## src/rtl/pipemem_pkg.sv

```systemverilog
// Shared pipeline definitions for the MEM-stage sequencer: state encoding,
// default watchdog limit and datapath word width.
package pipemem_pkg;

  typedef enum logic [1:0] {
    PM_IDLE = 2'd0,
    PM_BUSY = 2'd1,
    PM_DONE = 2'd2
  } pm_state_t;

  localparam int PM_TIMEOUT_DEF = 255;
  localparam int PM_WORD_W      = 32;

endpackage

```

## src/rtl/pipemem_if.sv

```systemverilog
// Data-memory request/acknowledge bus between the MEM-stage sequencer and
// the variable-latency data memory.
interface pipemem_if;

  logic                              mem_req;
  logic                              mem_we;
  logic [pipemem_pkg::PM_WORD_W-1:0] mem_addr;
  logic [pipemem_pkg::PM_WORD_W-1:0] mem_wdata;
  logic                              mem_ack;
  logic [pipemem_pkg::PM_WORD_W-1:0] mem_rdata;

  modport master (output mem_req, mem_we, mem_addr, mem_wdata,
                  input  mem_ack, mem_rdata);
  modport slave  (input  mem_req, mem_we, mem_addr, mem_wdata,
                  output mem_ack, mem_rdata);

endinterface

```

## src/rtl/pipemem_wdog.sv

```systemverilog
// BUSY-cycle watchdog for the MEM-stage sequencer; built only when
// PIPEMEM_TIMEOUT_EN is defined.
`ifdef PIPEMEM_TIMEOUT_EN
module pipemem_wdog #(
  parameter int TIMEOUT = 255,
  parameter int TW      = 8
) (
  input  logic clock,
  input  logic reset,
  input  logic start,
  input  logic busy,
  input  logic ack,
  output logic expire
);

  logic [TW-1:0] cnt;

  always_ff @(posedge clock) begin
    if (reset)
      cnt <= '0;
    else if (start)
      cnt <= '0;
    else if (busy && !ack)
      cnt <= cnt + 1'b1;
  end

  // Fires on the TIMEOUT-th unacknowledged BUSY cycle; an ack always wins.
  assign expire = busy && !ack && (cnt == TW'(TIMEOUT - 1));

endmodule
`endif

```

## src/rtl/pipemem_ctrl.sv

```systemverilog
// MEM-stage sequencer: issues data-memory requests, stalls the pipeline while
// an access is outstanding, and gates writeback. Option: PIPEMEM_TIMEOUT_EN.
module pipemem_ctrl
  import pipemem_pkg::*;
#(
  parameter int TIMEOUT = PM_TIMEOUT_DEF,
  parameter int TW      = 8
) (
  input  logic                 clock,
  input  logic                 reset,
  input  logic                 mwreg,
  input  logic                 mm2reg,
  input  logic                 mwmem,
  input  logic [PM_WORD_W-1:0] malu,
  input  logic [PM_WORD_W-1:0] mb,
  pipemem_if.master            mem,
  output logic                 stall,
  output logic [PM_WORD_W-1:0] mdata,
  output logic                 wb_wreg,
  output logic                 misalign,
  output logic                 timeout
);

  if (TIMEOUT < 1 || TIMEOUT >= (1 << TW)) begin : g_bad_cfg
    $error("pipemem_ctrl: TIMEOUT must lie in 1 .. 2**TW-1");
  end

  pm_state_t state, nstate;
  logic      acc, mis, launch, expire, faulted, busy_ack;

  assign acc      = mm2reg | mwmem;
  assign mis      = acc & (malu[1:0] != 2'b00);
  assign busy_ack = (state == PM_BUSY) && mem.mem_ack;

  always_ff @(posedge clock) begin
    if (reset)
      state <= PM_IDLE;
    else
      state <= nstate;
  end

  always_comb begin
    nstate   = state;
    stall    = 1'b0;
    wb_wreg  = 1'b0;
    misalign = 1'b0;
    launch   = 1'b0;
    if (!reset) begin
      unique case (state)
        PM_IDLE: begin
          if (mis) begin
            misalign = 1'b1;
          end else if (acc) begin
            stall  = 1'b1;
            launch = 1'b1;
            nstate = PM_BUSY;
          end else begin
            wb_wreg = mwreg;
          end
        end
        PM_BUSY: begin
          stall = 1'b1;
          if (mem.mem_ack || expire)
            nstate = PM_DONE;
        end
        PM_DONE: begin
          wb_wreg = mwreg & ~faulted;
          nstate  = PM_IDLE;
        end
        default: nstate = PM_IDLE;
      endcase
    end
  end

  always_ff @(posedge clock) begin
    if (reset) begin
      mem.mem_req   <= 1'b0;
      mem.mem_we    <= 1'b0;
      mem.mem_addr  <= '0;
      mem.mem_wdata <= '0;
      mdata         <= '0;
    end else begin
      if (launch) begin
        mem.mem_req   <= 1'b1;
        mem.mem_we    <= mwmem & ~mm2reg;
        mem.mem_addr  <= {malu[PM_WORD_W-1:2], 2'b00};
        mem.mem_wdata <= mb;
      end
      if (busy_ack) begin
        mem.mem_req <= 1'b0;
        if (!mem.mem_we)
          mdata <= mem.mem_rdata;
      end
`ifdef PIPEMEM_TIMEOUT_EN
      else if (expire) begin
        mem.mem_req <= 1'b0;
        mdata       <= '0;
      end
`endif
    end
  end

`ifdef PIPEMEM_TIMEOUT_EN
  pipemem_wdog #(.TIMEOUT(TIMEOUT), .TW(TW)) u_wdog (
    .clock  (clock),
    .reset  (reset),
    .start  (launch),
    .busy   (state == PM_BUSY),
    .ack    (mem.mem_ack),
    .expire (expire)
  );

  // faulted only lives for the DONE cycle of an abandoned access.
  always_ff @(posedge clock) begin
    if (reset) begin
      faulted <= 1'b0;
      timeout <= 1'b0;
    end else if (expire) begin
      faulted <= 1'b1;
      timeout <= 1'b1;
    end else if (state == PM_DONE) begin
      faulted <= 1'b0;
    end
  end
`else
  assign expire  = 1'b0;
  assign faulted = 1'b0;
  assign timeout = 1'b0;
`endif

endmodule

```

## src/flat_wrapper.sv

```systemverilog
// flat-port wrapper written by rule: the top's interface ports become plain ports
module pipemem_ctrl_flat import pipemem_pkg::*;
#(
  parameter int TIMEOUT = PM_TIMEOUT_DEF,
  parameter int TW      = 8
)
  (clock, reset, mwreg, mm2reg, mwmem, malu, mb, stall, mdata, wb_wreg, misalign, timeout, mem_mem_req, mem_mem_we, mem_mem_addr, mem_mem_wdata, mem_mem_ack, mem_mem_rdata);
  pipemem_if mem_i ();
  input  logic clock;
  input  logic reset;
  input  logic mwreg;
  input  logic mm2reg;
  input  logic mwmem;
  input  logic [PM_WORD_W-1:0] malu;
  input  logic [PM_WORD_W-1:0] mb;
  output logic stall;
  output logic [PM_WORD_W-1:0] mdata;
  output logic wb_wreg;
  output logic misalign;
  output logic timeout;
  output wire logic [$bits(mem_i.mem_req)-1:0] mem_mem_req;
  output wire logic [$bits(mem_i.mem_we)-1:0] mem_mem_we;
  output wire logic [$bits(mem_i.mem_addr)-1:0] mem_mem_addr;
  output wire logic [$bits(mem_i.mem_wdata)-1:0] mem_mem_wdata;
  input wire logic [$bits(mem_i.mem_ack)-1:0] mem_mem_ack;
  input wire logic [$bits(mem_i.mem_rdata)-1:0] mem_mem_rdata;
  assign mem_mem_req = mem_i.mem_req;
  assign mem_mem_we = mem_i.mem_we;
  assign mem_mem_addr = mem_i.mem_addr;
  assign mem_mem_wdata = mem_i.mem_wdata;
  assign mem_i.mem_ack = mem_mem_ack;
  assign mem_i.mem_rdata = mem_mem_rdata;
  pipemem_ctrl #(.TIMEOUT(TIMEOUT), .TW(TW)) u_core (.clock(clock), .reset(reset), .mwreg(mwreg), .mm2reg(mm2reg), .mwmem(mwmem), .malu(malu), .mb(mb), .mem(mem_i), .stall(stall), .mdata(mdata), .wb_wreg(wb_wreg), .misalign(misalign), .timeout(timeout));
endmodule
```

## config.mk

```make
export PLATFORM = sky130hd
export DESIGN_NAME = pipemem_ctrl_flat
export DESIGN_NICKNAME = d
export VERILOG_FILES = /design/src/rtl/pipemem_pkg.sv /design/src/rtl/pipemem_if.sv /design/src/rtl/pipemem_wdog.sv /design/src/rtl/pipemem_ctrl.sv /design/src/flat_wrapper.sv
export SDC_FILE = /design/constraint.sdc
export NUM_CORES = 1
export LEC_CHECK = 0
export CORE_MARGIN = 5
export CORE_UTILIZATION = 45
export DETAILED_ROUTE_END_ITERATION = 7
export PLACE_DENSITY = 0.9
export SLEW_MARGIN = 20
export SYNTH_ARGS = -nofsm -noshare
export SYNTH_HDL_FRONTEND = slang
export SYNTH_SLANG_ARGS = --single-unit
```

## constraint.sdc

```tcl
create_clock -name clock -period 3.5 [get_ports clock]
set_input_delay 0.525 -clock clock [delete_from_list [all_inputs] [get_ports clock]]
set_output_delay 0.525 -clock clock [all_outputs]
set_load 0.005 [all_outputs]
```

==> metrics.md <==
| Metric | Value |
|---|---|
| Grt ovf | `0` |
| Synth top area share | `42.84%` |
| DR WL met3 | `1204 µm` |
| Reg2reg setup slack | `1.38 ns` |
| H-tree depth | `3` |
| Placed Instances | `748` |
| Core Rows | `36` |
| Met2 wire length | `6845 µm` |
| Status | `finished, final reports clean` |
| Fin crit period | `2.644 ns` |
| Worst Max-Slew Pin Slew | `1.058 ns` |
| Hold path start | `u_core.mdata[17]` |
| Core area | `9864 µm²` |
| CP Capture Type | `primary output` |
| Startpoint Class | `primary input` |
| Unique cell type count in the Yosys netlist | `27` |
| Detailed Routing Iterations Pass 1 | `4` |
| Cell area after synthesis | `4579 µm²` |
| Rel. slew slack | `29.49%` |
| Req. time, crit path | `2.97 ns` |
| Crit-path max FO | `3` |
| Setup TNS | `0 ns` |
| Hold WC Path Type | `flip-flop to flip-flop` |
| Vias in the first global route | `4331` |
| Nets | `728` |
| Fin cells | `764` |
| Max Clock Skew | `0.009903 ns` |
| CTS Buf Count | `9` |
| Total power | `2.326 mW` |
| Vias/cell | `5.565` |
| Worst r2r dst | `u_core.mem.mem_addr[30]` |
| Total number of vias | `4252` |
| Final WL | `13860 µm` |
| CTS tree | `built` |
| Clk pin slew, worst setup/hold paths | `0.09 ns` |
| Ratio of cells with drive above 1 in the final layout | `14.74%` |
| Pins Over Slew Limit | `0` |
| Synth warnings | `0` |
| First-pass GRT wire length | `22480 µm` |
| Lkg Pwr | `2.107 nW` |
| Pwr per Cell Area | `352.1 nW/µm²` |
| DP Area | `6406 µm²` |
| Final instance area | `6606 µm²` |
| IO Port Bufs | `200` |
| GP Congestion | `0.7296` |
| Die area | `12290 µm²` |
| FF+latch count, synth | `98` |
| Most common cell on crit path | `clkdlybuf4s50_1` |
| CP max-delay cell | `clkdlybuf4s50_1` |
| RR Startpoint | `u_core.state[0]` |
| Number of synthesized flops with an enable pin | `0` |
| Worst skew pair latency | `0.35 ns` |
| Antenna violations before repair | `0` |
| Post-CTS Resized | `0` |
| Clock Path Buffers | `2` |
| Hold-fix buffers, CTS | `0` |
| TritonCTS Sinks | `98` |
| I/O pins | `204` |
| CP Cell Sequence | `clkdlybuf4s50_1, o21ba_2, nor4b_4, clkdlybuf4s50_1` |
| Sink of the worst hold path | `u_core.mdata[17]` |
| DP Wirelength | `9314 µm` |
| DR WL/cell | `18.14 µm` |
| Seq/Total Area, Yosys | `42.84%` |
| Fin. Hold Viols | `0` |
| Width of the die | `110.9 µm` |
| Iter 0 DRT Violations | `299` |
| CP peak stage delay | `0.58 ns` |
| Layout Area Growth over Synthesis | `44.26%` |
| Post-synthesis async set-or-reset flop share | `0%` |
| VDD IR max | `0.2196 mV` |
| Antenna fix cells | `0` |
| Syn Area/Cell | `9.764 µm²` |
| Overall Global Routing Usage | `21.86%` |
| Most instantiated cells after synthesis | `dfxtp_1, a21oi_1, nand2_1, nand3_1, o41ai_2` |
| # DRC | `0` |
| # fillers | `763` |
| Most used DFF post-synth | `dfxtp_1` |
| Achievable Freq | `0.3783 GHz` |
| Crit Path Class | `primary input to primary output` |
| Post-synth top area cell | `dfxtp_1` |
| Top cells by area, synth | `dfxtp_1, o41ai_2, a21oi_1` |
| Worst R2R Path Depth | `5` |
| Final period util | `75.54%` |
| Gate Count Post-Synth | `469` |
| CTS root buf | `clkbuf_8` |
| Die Y | `110.9 µm` |
| Max layer used | `met4` |
| Routed Antenna Nets | `0` |
| DRT met1 WL | `5407 µm` |
| Starting Density | `46.42%` |
| RSZ-0062 raised after global routing | `no` |
| Final Setup Violations | `0` |
| Setup Buffers After CTS | `0` |
| CP arrival | `2.12 ns` |
| Most common cell in the netlist | `dfxtp_1` |
| Min-Delay Path Depth | `2` |
| Maxcap violations | `0` |
| Largest net degree at the start of global routing | `99` |
worst max-delay path: cells and delay by family:
| family | cells | cell delay, ns |
|---|---|---|
| buffers and inverters | 2 | 1.07 |
| AND/OR/NAND/NOR | 1 | 0.25 |
| AO/OA/AOI/OAI | 1 | 0.28 |
placed cells by master, fill, tap and decap left out:
| cell type | instances |
|---|---|
| nand2b_1 | 1 |
| inv_1 | 1 |
| nand3_1 | 63 |
| nor4bb_1 | 1 |
| o41ai_2 | 59 |
| o21ba_2 | 1 |
| nor3_4 | 1 |
| conb_1 | 3 |
| nand4bb_1 | 1 |
| buf_4 | 13 |
| clkinv_4 | 1 |
| nand2_1 | 64 |
| dfxtp_4 | 1 |
| o21bai_4 | 1 |
| o41ai_1 | 3 |
| and2_1 | 1 |
| nor2_1 | 2 |
| clkinv_2 | 1 |
| a21oi_1 | 97 |
| nor4b_4 | 1 |
| nor4_1 | 1 |
| clkinvlp_4 | 1 |
| nor3_1 | 1 |
| and4bb_1 | 1 |
| o21ai_1 | 1 |
| dfxtp_1 | 97 |
| clkdlybuf4s50_1 | 197 |
| nor3b_1 | 2 |
| clkbuf_8 | 13 |
| a311oi_1 | 1 |
flip-flops by register name, indices dropped and copies added (netlist names):
name	flops
u_core.mem.mem_addr	30
u_core.mem.mem_wdata	32
u_core.mem.mem_we	1
u_core.mem.mem_req	1
u_core.mdata	32
u_core.state	2
cells by family (layout without fill, tap and decap cells):
kind of cell	count (synthesis)	in the layout	synth area share [%]
buffers and inverters	67	227	9.508
AOI/OAI and AO/OA	163	163	32.81
other	1	3	0.08189
DFF	98	98	42.84
and+or+nand+nor	140	140	14.75
through the flow:
step	hold WS [ns]	util [%]	setup WS [ns]
final	0.4589	66.97	0.8562
after global routing	0.4771	66.97	0.8046
after CTS	0.4622	66.97	0.8864
after detailed placement	0.4494	64.94	0.8864
after global placement	0.4414	64.94	0.9428
after floorplan	0.4527	-	1.703
worst max-delay path by stage:
stage                     cells past startpoint  slack (ns)      end  startpoint
after floorplan                               5        1.70  wb_wreg       mwmem
after global placement                        5        0.94    stall       mwmem
after detailed placement                      4        0.89  wb_wreg       mwmem
after CTS                                     4        0.89  wb_wreg       mwmem
after global routing                          4        0.80  wb_wreg       mwmem
final                                         4        0.86  wb_wreg       mwmem
layer usage:
| metal | track usage [%] | up-vias |
|---|---|---|
| met5 | 0 | - |
| met4 | 8.539 | 0 |
| met3 | 7.642 | 30 |
| met2 | 37.46 | 168 |
| met1 | 24.87 | 2030 |
| li1 | - | 2024 |
where the power goes:
group / internal (mW) / total [mW] / switching (mW)
sequential: 1.16 / 1.19 / 0.0355
combinational: 0.226 / 0.422 / 0.197
clock: 0.337 / 0.713 / 0.376
total: 1.72 / 2.33 / 0.608
final cells by class:
| class | instances | area [µm²] | share of cell area [%] |
|---|---|---|---|
| repair buffers | 210 | 2069 | 31.33 |
| multi-input cells | 306 | 2201 | 33.31 |
| flip-flops and latches | 98 | 1966 | 29.75 |
| well taps | 133 | 166.4 | 2.519 |
| clock inverters | 3 | 21.27 | 0.3220 |
| inverters | 1 | 3.754 | 0.05682 |
| clock buffers | 13 | 178.9 | 2.708 |
Note: power is estimated with default switching activity, not from simulation.
